## config.mk

```make
export PLATFORM = sky130hd
export DESIGN_NAME = mem_access_ctrl
export DESIGN_NICKNAME = d
export VERILOG_FILES = /design/src/rtl/mem_access_ctrl.sv
export SDC_FILE = /design/constraint.sdc
export NUM_CORES = 1
export LEC_CHECK = 0
export CAP_MARGIN = 15
export CORE_AREA = 2 2 87 89
export DETAILED_ROUTE_END_ITERATION = 16
export DIE_AREA = 0 0 89 91
export PLACE_DENSITY_LB_ADDON = 0.1
export SYNTH_ARGS = -nofsm -noshare
export SYNTH_HDL_FRONTEND = slang
export SYNTH_SLANG_ARGS = --single-unit
```

## constraint.sdc

```tcl
create_clock -name clock -period 2 [get_ports clock]
set_input_delay 0.6 -clock clock [delete_from_list [all_inputs] [get_ports clock]]
set_output_delay 0.6 -clock clock [all_outputs]
set_load 0.01 [all_outputs]
```

## src/rtl/mem_access_ctrl.sv

```systemverilog
// Memory-side sequencer: holds MAR/MDR and turns one-cycle read/write requests into RAM strobes.
// Optional MAR auto-increment after every completed access: define MEM_MAR_AUTOINC_EN.
module mem_access_ctrl #(
    parameter int ADDR_W  = 9,
    parameter int DATA_W  = 32,
    parameter int RD_WAIT = 0
) (
    input  logic              clock,
    input  logic              clear,
    input  logic              MARin,
    input  logic              MDRin,
    input  logic              rd_req,
    input  logic              wr_req,
    input  logic [DATA_W-1:0] BusMuxOut,
    input  logic [DATA_W-1:0] MDataIn,
    output logic [ADDR_W-1:0] ram_addr,
    output logic              ram_read,
    output logic              ram_write,
    output logic [DATA_W-1:0] ram_wdata,
    output logic [DATA_W-1:0] MDR_out,
    output logic              busy,
    output logic              done
);

    typedef enum logic [2:0] {
        S_IDLE,
        S_WR_ISSUE,
        S_RD_ISSUE,
        S_RD_WAIT,
        S_RD_LATCH,
        S_DONE
    } state_t;

    localparam logic [3:0] WAIT_LAST = (RD_WAIT > 0) ? 4'(RD_WAIT - 1) : 4'd0;

    state_t              r_state;
    logic [ADDR_W-1:0]   r_mar;
    logic [ADDR_W-1:0]   r_accAddr;
    logic [DATA_W-1:0]   r_mdr;
    logic [3:0]          r_waitCnt;

    // r_accAddr snapshots the pre-load MAR so an access issued together with MARin uses the old address.
    always_ff @(posedge clock) begin
        if (clear) begin
            r_state   <= S_IDLE;
            r_mar     <= '0;
            r_accAddr <= '0;
            r_mdr     <= '0;
            r_waitCnt <= '0;
        end else begin
            case (r_state)
                S_IDLE: begin
                    if (MARin) r_mar <= BusMuxOut[ADDR_W-1:0];
                    if (MDRin) r_mdr <= BusMuxOut;
                    r_accAddr <= r_mar;
                    if (wr_req)      r_state <= S_WR_ISSUE;
                    else if (rd_req) r_state <= S_RD_ISSUE;
                end
                S_WR_ISSUE: begin
                    r_state <= S_DONE;
                end
                S_RD_ISSUE: begin
                    r_waitCnt <= '0;
                    r_state   <= (RD_WAIT > 0) ? S_RD_WAIT : S_RD_LATCH;
                end
                S_RD_WAIT: begin
                    if (r_waitCnt == WAIT_LAST) begin
                        r_state <= S_RD_LATCH;
                    end else begin
                        r_waitCnt <= r_waitCnt + 4'd1;
                    end
                end
                S_RD_LATCH: begin
                    r_mdr   <= MDataIn;
                    r_state <= S_DONE;
                end
                S_DONE: begin
                    r_state <= S_IDLE;
`ifdef MEM_MAR_AUTOINC_EN
                    r_mar   <= r_mar + ADDR_W'(1);
`else
                    r_mar   <= r_mar;
`endif
                end
                default: begin
                    r_state <= S_IDLE;
                end
            endcase
        end
    end

    // Strobes and status come straight from the state register, so they never glitch.
    assign ram_addr  = (r_state == S_IDLE) ? r_mar : r_accAddr;
    assign ram_read  = (r_state == S_RD_ISSUE);
    assign ram_write = (r_state == S_WR_ISSUE);
    assign busy      = (r_state != S_IDLE);
    assign done      = (r_state == S_DONE);
    assign ram_wdata = r_mdr;
    assign MDR_out   = r_mdr;

endmodule

```

==> qor.txt, run 1 <==
Max-slew violation count: 0
Crit path time final: 2.20 ns
Worst Tran Pin Value: 0.471 ns
Die Span X: 89 um
Vias in the first global route: 2497
Mapped Area: 2790 um^2
Cts bufs inserted: 9
Synth warn: 0
Total gr overflow: 0
Final hold slack: 0.463 ns
Syn Nets: 369
Placer Congestion: 0.748
F_max: 455 MHz
DRT Pass-1 Iters: 4
Share of synthesized cell area in and, or, nand and nor gates: 11.1%
Via density: 4.89
Initial Util: 39.1%
Detailed Place HPWL: 5520 um
Post-synthesis compound-gate area fraction: 24.8%
Site Rows: 31
Number of fill cells in the layout: 614
Xor and xnor area share after synthesis: 0%
PortBufs: 146
Critical Path Sink Type: primary output
Critical Path RT: 1.40 ns
Synth top area share: 40.9%
Core area: 7140 um^2
Nets@finish: 499
Final setup fails: 10
Library cells used by synthesis: 40
First-pass GRT wire length: 12500 um
Hold Buf Count CTS: 0
Die Y: 91 um
Worst-Skew Late Latency: 0.33 ns
Dominant cells by area after synthesis: dfxtp_1 (41%), a22o_1 (10%), a2bb2oi_1 (10%)
Critical Path AT: 1.60 ns
Max H-tree Level: 3
Outcome: finished with violations
Syn avg cell area: 9.39 um^2
Pwr/cell area: 814 nW/um^2
Via count: 2591
Slew HR: 68.2%
Crit path max fanout: 6
Met2 Use GR: 33.1%
P&R area growth vs syn: 60.7%
CTS tree: built
Drt wl/cell: 15.0 um
Top-Level Pins: 147
Crit path kind: reg -> out
Final worst slack: -0.197 ns
Synth Area in Adders: 0.897%
Clock Skew: 0.00670 ns
Number of remaining DRC errors: 0
1st-iter DRT viols: 64
Final setup TNS: -1.48 ns
Finished Cell Area: 4480 um^2
Unrepaired setup endpoints after global routing: true
CTS Sinks: 57
Share of layout cells above drive strength 1: 16.2%
Largest net degree at the start of global routing: 36
Worst vdd ir: 456 uV
Gr busiest metal: met2
Clock buffer depth: 2
Final worst path period share: 110%
Worst min path class: reg -> reg
Leak pwr: 0.00192 uW
Post-place instance area: 4120 um^2
M3 GR Usage: 4.64%
Seq cells post-synth: 57
Failing checks: negative setup slack
Met1 usage: 23.9%
GRT Total Usage: 19.7%
Main combinational cell family by area after synthesis: compound AO/OA/AOI/OAI gates
# diodes: 0
Critical Path Start Type: flop
Clock transition at path regs: 0.06 ns
Die area: 8100 um^2
Mux cell area share after synthesis: 3.63%
Post-route ant nets: 0
Max_cap viols: 0
Post-Route WL: 7950 um
Sequential element share of the synthesized area: 40.9%
Area leader, netlist: dfxtp_1
Initial antenna violation count: 0
Root buffer cell: clkbuf_8
Final hold violations: 0
Cells after synthesis: 297
[flip-flops by register name (all words and copies together), names as in the netlist]
name	cells
r_waitCnt	4
r_state	3
MDR_out	32
r_accAddr	9
r_mar	9
[layer usage]
layer	routed length, um	share of wire [%]
met1	3440	43
met2	3810	48
met3	539	6.8
met4	146	1.8
met5	0	0
[final timing paths]
kind | from | to | slack, ns | depth (start not counted)
min reg2reg | r_mar[7] | r_mar[7] | 0.46 | 2
min | r_mar[7] | r_mar[7] | 0.46 | 2
max reg2reg | r_state[2] | r_mar[8] | 0.19 | 5
max | r_state[1] | ram_addr[2] | -0.20 | 5
[cell type report]
| class | instances | area (um^2) | area share, % |
|---|---|---|---|
| repair buffers | 173 | 1700 | 37.9 |
| multi-input cells | 149 | 1180 | 26.3 |
| flip-flops and latches | 57 | 1140 | 25.5 |
| clock buffers | 12 | 155 | 3.46 |
| inverters | 37 | 139 | 3.10 |
| well taps | 99 | 124 | 2.76 |
| clock inverters | 3 | 40.0 | 0.893 |
[cell families after synthesis]
family | Yosys count
flip-flops | 57
AND/OR/NAND/NOR | 52
AO/OA/AOI/OAI | 86
buffers and inverters | 91
multiplexers | 9
adder cells (fa/ha/maj) | 2
[timing repair]
action	in CTS	in global routing
endpoints found under the setup margin	13	19
hold endpoints to repair	0	0
gates cloned	1	0
setup buffers	9	4
resized for setup	69	9
pin swaps	1	1
[layout by cell type, fill, tap and decap left out, types with 2 or more instances in the layout]
master,n
ha_1,2
dfxtp_2,3
nand2_1,18
and3_1,2
dfxtp_1,54
nor2_1,4
buf_4,20
a2bb2oi_1,32
a22o_1,32
a211oi_1,2
o21ai_1,2
o21ai_0,3
clkbuf_8,11
dlygate4sd2_1,2
buf_6,17
nand4_1,2
a21oi_1,12
nor2b_1,10
mux2_4,9
clkinv_2,2
nand3_1,2
clkdlybuf4s50_1,133
inv_1,35
[metrics by stage]
| stage | setup slack, ns | util, % | cells | power (uW) |
|---|---|---|---|---|
| 5_1_grt | -0.269 | 62.8 | 530 | 3840 |
| 4_1_cts | -0.205 | 62.3 | 528 | 3670 |
| 3_3_place_gp | -0.114 | 57.7 | 503 | 2470 |
| 3_5_place_dp | -0.140 | 57.7 | 503 | 2480 |
| 6_report | -0.197 | 62.8 | 530 | 3650 |
| 2_1_floorplan | 0.223 | - | 297 | 1980 |
[worst max-delay path, cell delays in order, from the launching register on]
cell,delay (ns)
dfxtp_2,0.34
nor3_4,0.23
buf_6,0.16
buf_4,0.11
mux2_4,0.30
buf_6,0.12
[cell usage after synthesis]
cell / count
nor2_1: 4
buf_6: 5
mux2_2: 1
a211oi_1: 2
or3_1: 1
buf_4: 34
nor3_2: 1
nor3_1: 1
or3b_1: 1
a21oi_2: 1
a22o_1: 32
mux2_1: 8
inv_2: 1
dfxtp_1: 57
nand3b_1: 1
buf_2: 10
nand4_1: 2
a2bb2oi_1: 32
or2_1: 1
nand3_1: 2
inv_1: 35
or4b_1: 1
nand2b_1: 1
o21ai_0: 3
nor3b_1: 1
nor2b_1: 10
a21oi_1: 12
nor4bb_1: 1
and3_1: 2
ha_1: 2
nor4b_4: 1
and3b_1: 1
a211oi_2: 1
nor3b_2: 1
or4_1: 1
o221a_1: 1
nand2_1: 18
o21ai_1: 2
clkinv_1: 1
clkbuf_1: 5
[report_power, final]
group	total, uW	internal, uW	switching (uW)
registers	1340	1250	85.9
logic	1240	756	487
clock network	1070	633	437
total	3650	2640	1010
Note: power is estimated with default switching activity, not from simulation.
==> run 2: changes to the inputs <==
- PLACE_DENSITY: not set -> 0.87
- PLACE_DENSITY_LB_ADDON: 0.1 -> not set
- SETUP_SLACK_MARGIN: not set -> 0.5
==> run 2 against run 1 <==
The flow still finishes with violations (negative setup slack). Via count rose by 8.2%. First-iteration DRC count rose by 100%. Cell area increased by 8.3%. Maximum frequency is 1.5% lower. Sequential power barely moved. Clock skew grew 0.0048 ns. Die area is the same. Critical endpoint is now ram_addr[4]. Largest power group is now combinational logic.
==> qor.txt, run 2 (synthesis results as in run 1) <==
Crit path kind: reg -> out
PortBufs: 146 (unchanged)
Root buffer cell: clkbuf_8
Crit path max fanout: 6 (unchanged)
Worst min path class: reg -> reg
Max-slew violation count: 0 (unchanged)
DRT Pass-1 Iters: 4 (unchanged)
Min-Delay Path Depth: 2 (unchanged)
Worst hold endpoint: r_mar[3]
Share of layout cells above drive strength 1: 46.7% (+30 points)
Worst vdd ir: 537 uV (+18%)
Post-route ant nets: 0 (unchanged)
GRT Total Usage: 24.3% (+4.6 points)
P&R area growth vs syn: 74.1%
Initial antenna violation count: 0 (unchanged)
Placer Congestion: 0.800 (+7.0%)
Final worst slack: -0.231 ns (-0.0337 ns)
Clock buffer depth: 2 (unchanged)
Worst Tran Pin Value: 0.348 ns (-0.122 ns)
Die Span X: 89 um (unchanged)
Total gr overflow: 0 (unchanged)
Final core occ: 68.1% (+5.2 points)
Outcome: finished with violations
Core area: 7140 um^2 (unchanged)
Commonest non-fill, non-tap cell in the layout: clkdlybuf4s50_1
Leak pwr: 0.00229 uW (+20%)
Post-Route WL: 9740 um (+23%)
First-pass GRT wire length: 15100 um (+20%)
CTS Sinks: 57 (unchanged)
Nets@finish: 525 (+5.2%)
Hold Buf Count CTS: 0 (unchanged)
Failing checks: negative setup slack
CTS tree: built
Drt wl/cell: 17.5 um (+17%)
Via density: 5.03 (+3.0%)
# diodes: 0 (unchanged)
Detailed Place HPWL: 6070 um (+10%)
Largest net degree at the start of global routing: 26 (-28%)
Final hold slack: 0.467 ns (+0.00393 ns)
R2R Path Start: r_state[2]
Finished Layout Cells: 557 (+5.1%)
Top-Level Pins: 147 (unchanged)
F_max: 448 MHz (-1.5%)
Critical Path RT: 1.40 ns (about the same)
Die area: 8100 um^2 (unchanged)
Final setup fails: 11 (+1)
Pwr/cell area: 853 nW/um^2 (+4.7%)
Unrepaired setup endpoints after global routing: true
Clock Skew: 0.0115 ns (+0.00480 ns)
Placed Instances: 503 (unchanged)
Final worst path period share: 112% (+1.7 points)
Clock transition at path regs: 0.07 ns (about the same)
Critical Path Sink Type: primary output
Crit path time final: 2.23 ns (+0.0337 ns)
Max_cap viols: 0 (unchanged)
Cts bufs inserted: 9 (unchanged)
Final setup TNS: -2.01 ns (-0.530 ns)
Slew HR: 76.4% (+8.3 points)
Flip-flop count of the largest register after layout: 32 (unchanged)
Critical Path AT: 1.63 ns (+0.03 ns)
Via count: 2804 (+8.2%)
Number of remaining DRC errors: 0 (unchanged)
Critical Path Start Type: flop
Max H-tree Level: 3 (unchanged)
R2R Path End: MDR_out[24]
Initial Util: 39.1% (unchanged)
R2R Setup Slk: 0.37 ns (+0.18 ns)
Place WS: -0.140 ns (-0.000665 ns)
Die Y: 91 um (unchanged)
Final hold violations: 0 (unchanged)
Site Rows: 31 (unchanged)
Worst-Skew Late Latency: 0.35 ns (+0.02 ns)
Vias in the first global route: 2905 (+16%)
Commonest cells after routing, fill and taps aside: clkdlybuf4s50_1 (66), buf_2 (51), buf_6 (47), inv_1 (35), dfxtp_2 (33)
HP Start: r_mar[3]
Worst R2R Path Depth: 5 (unchanged)
1st-iter DRT viols: 128 (+100%)
==> run 2: changes by cell type in the layout (fill, tap and decap cells not counted), sizes merged <==
cell	previous run	this run
dlygate4sd2	2	4
or4b	1	2
bufinv	1	3
clkinv	3	2
bufbuf	0	2
buf	37	125
clkdlybuf4s50	133	66
==> run 2: worst max-delay path by stage <==
stage               startpoint     endpoint  slack, ns
floorplan           r_state[2]  ram_addr[0]       0.35
CTS                 r_state[2]  ram_addr[4]      -0.17
global route        r_state[2]  ram_addr[4]      -0.26
detailed placement  r_state[1]  ram_addr[8]      -0.14
global placement    r_state[1]  ram_addr[8]      -0.12
finish              r_state[2]  ram_addr[4]      -0.23
==> run 2: power breakdown <==
group,internal [uW],switching [uW],leakage [uW]
Combinational,813,580,0.00169
Sequential,1270,91.3,0.000481
Clock,899,491,0.000127
==> run 2: stage by stage <==
step	power (uW)	area, um^2
finish	4140	4860
CTS	4090	4750
global route	4310	4860
detailed placement	2540	4200
global placement	2510	4200
floorplan	2010	2860
==> run 2: metal layers <==
metal | GRT usage, % | wire length [um] | up-vias
li1 | - | - | 1321
met2 | 43.1 | 4970 | 105
met3 | 5.91 | 597 | 13
met5 | 0 | 0 | -
met4 | 7.84 | 140 | 0
met1 | 28.2 | 4040 | 1365
==> run 2: area by class of cell <==
class                           instances  area, um^2
Clock buffer                           12         155
Clock inverter                          4        98.8
Fill cell                             563        2280
Inverter                               37         139
Multi-Input combinational cell        150        1280
Sequential cell                        57        1190
Tap cell                               99         124
Timing Repair Buffer                  198        1860
==> run 2: critical path, stage by stage (launching register included) <==
cell     delay, ns
dfxtp_2       0.35
nor3_4        0.22
buf_6         0.16
buf_12        0.13
mux2_4        0.31
buf_6         0.13
==> run 2: what timing repair did <==
item | in CTS | in global routing
cloned | 6 | 0
endpoints found under the setup margin | 122 | 74
buffers inserted | 23 | 9
pin swaps | 5 | 9
gates resized for setup | 404 | 23
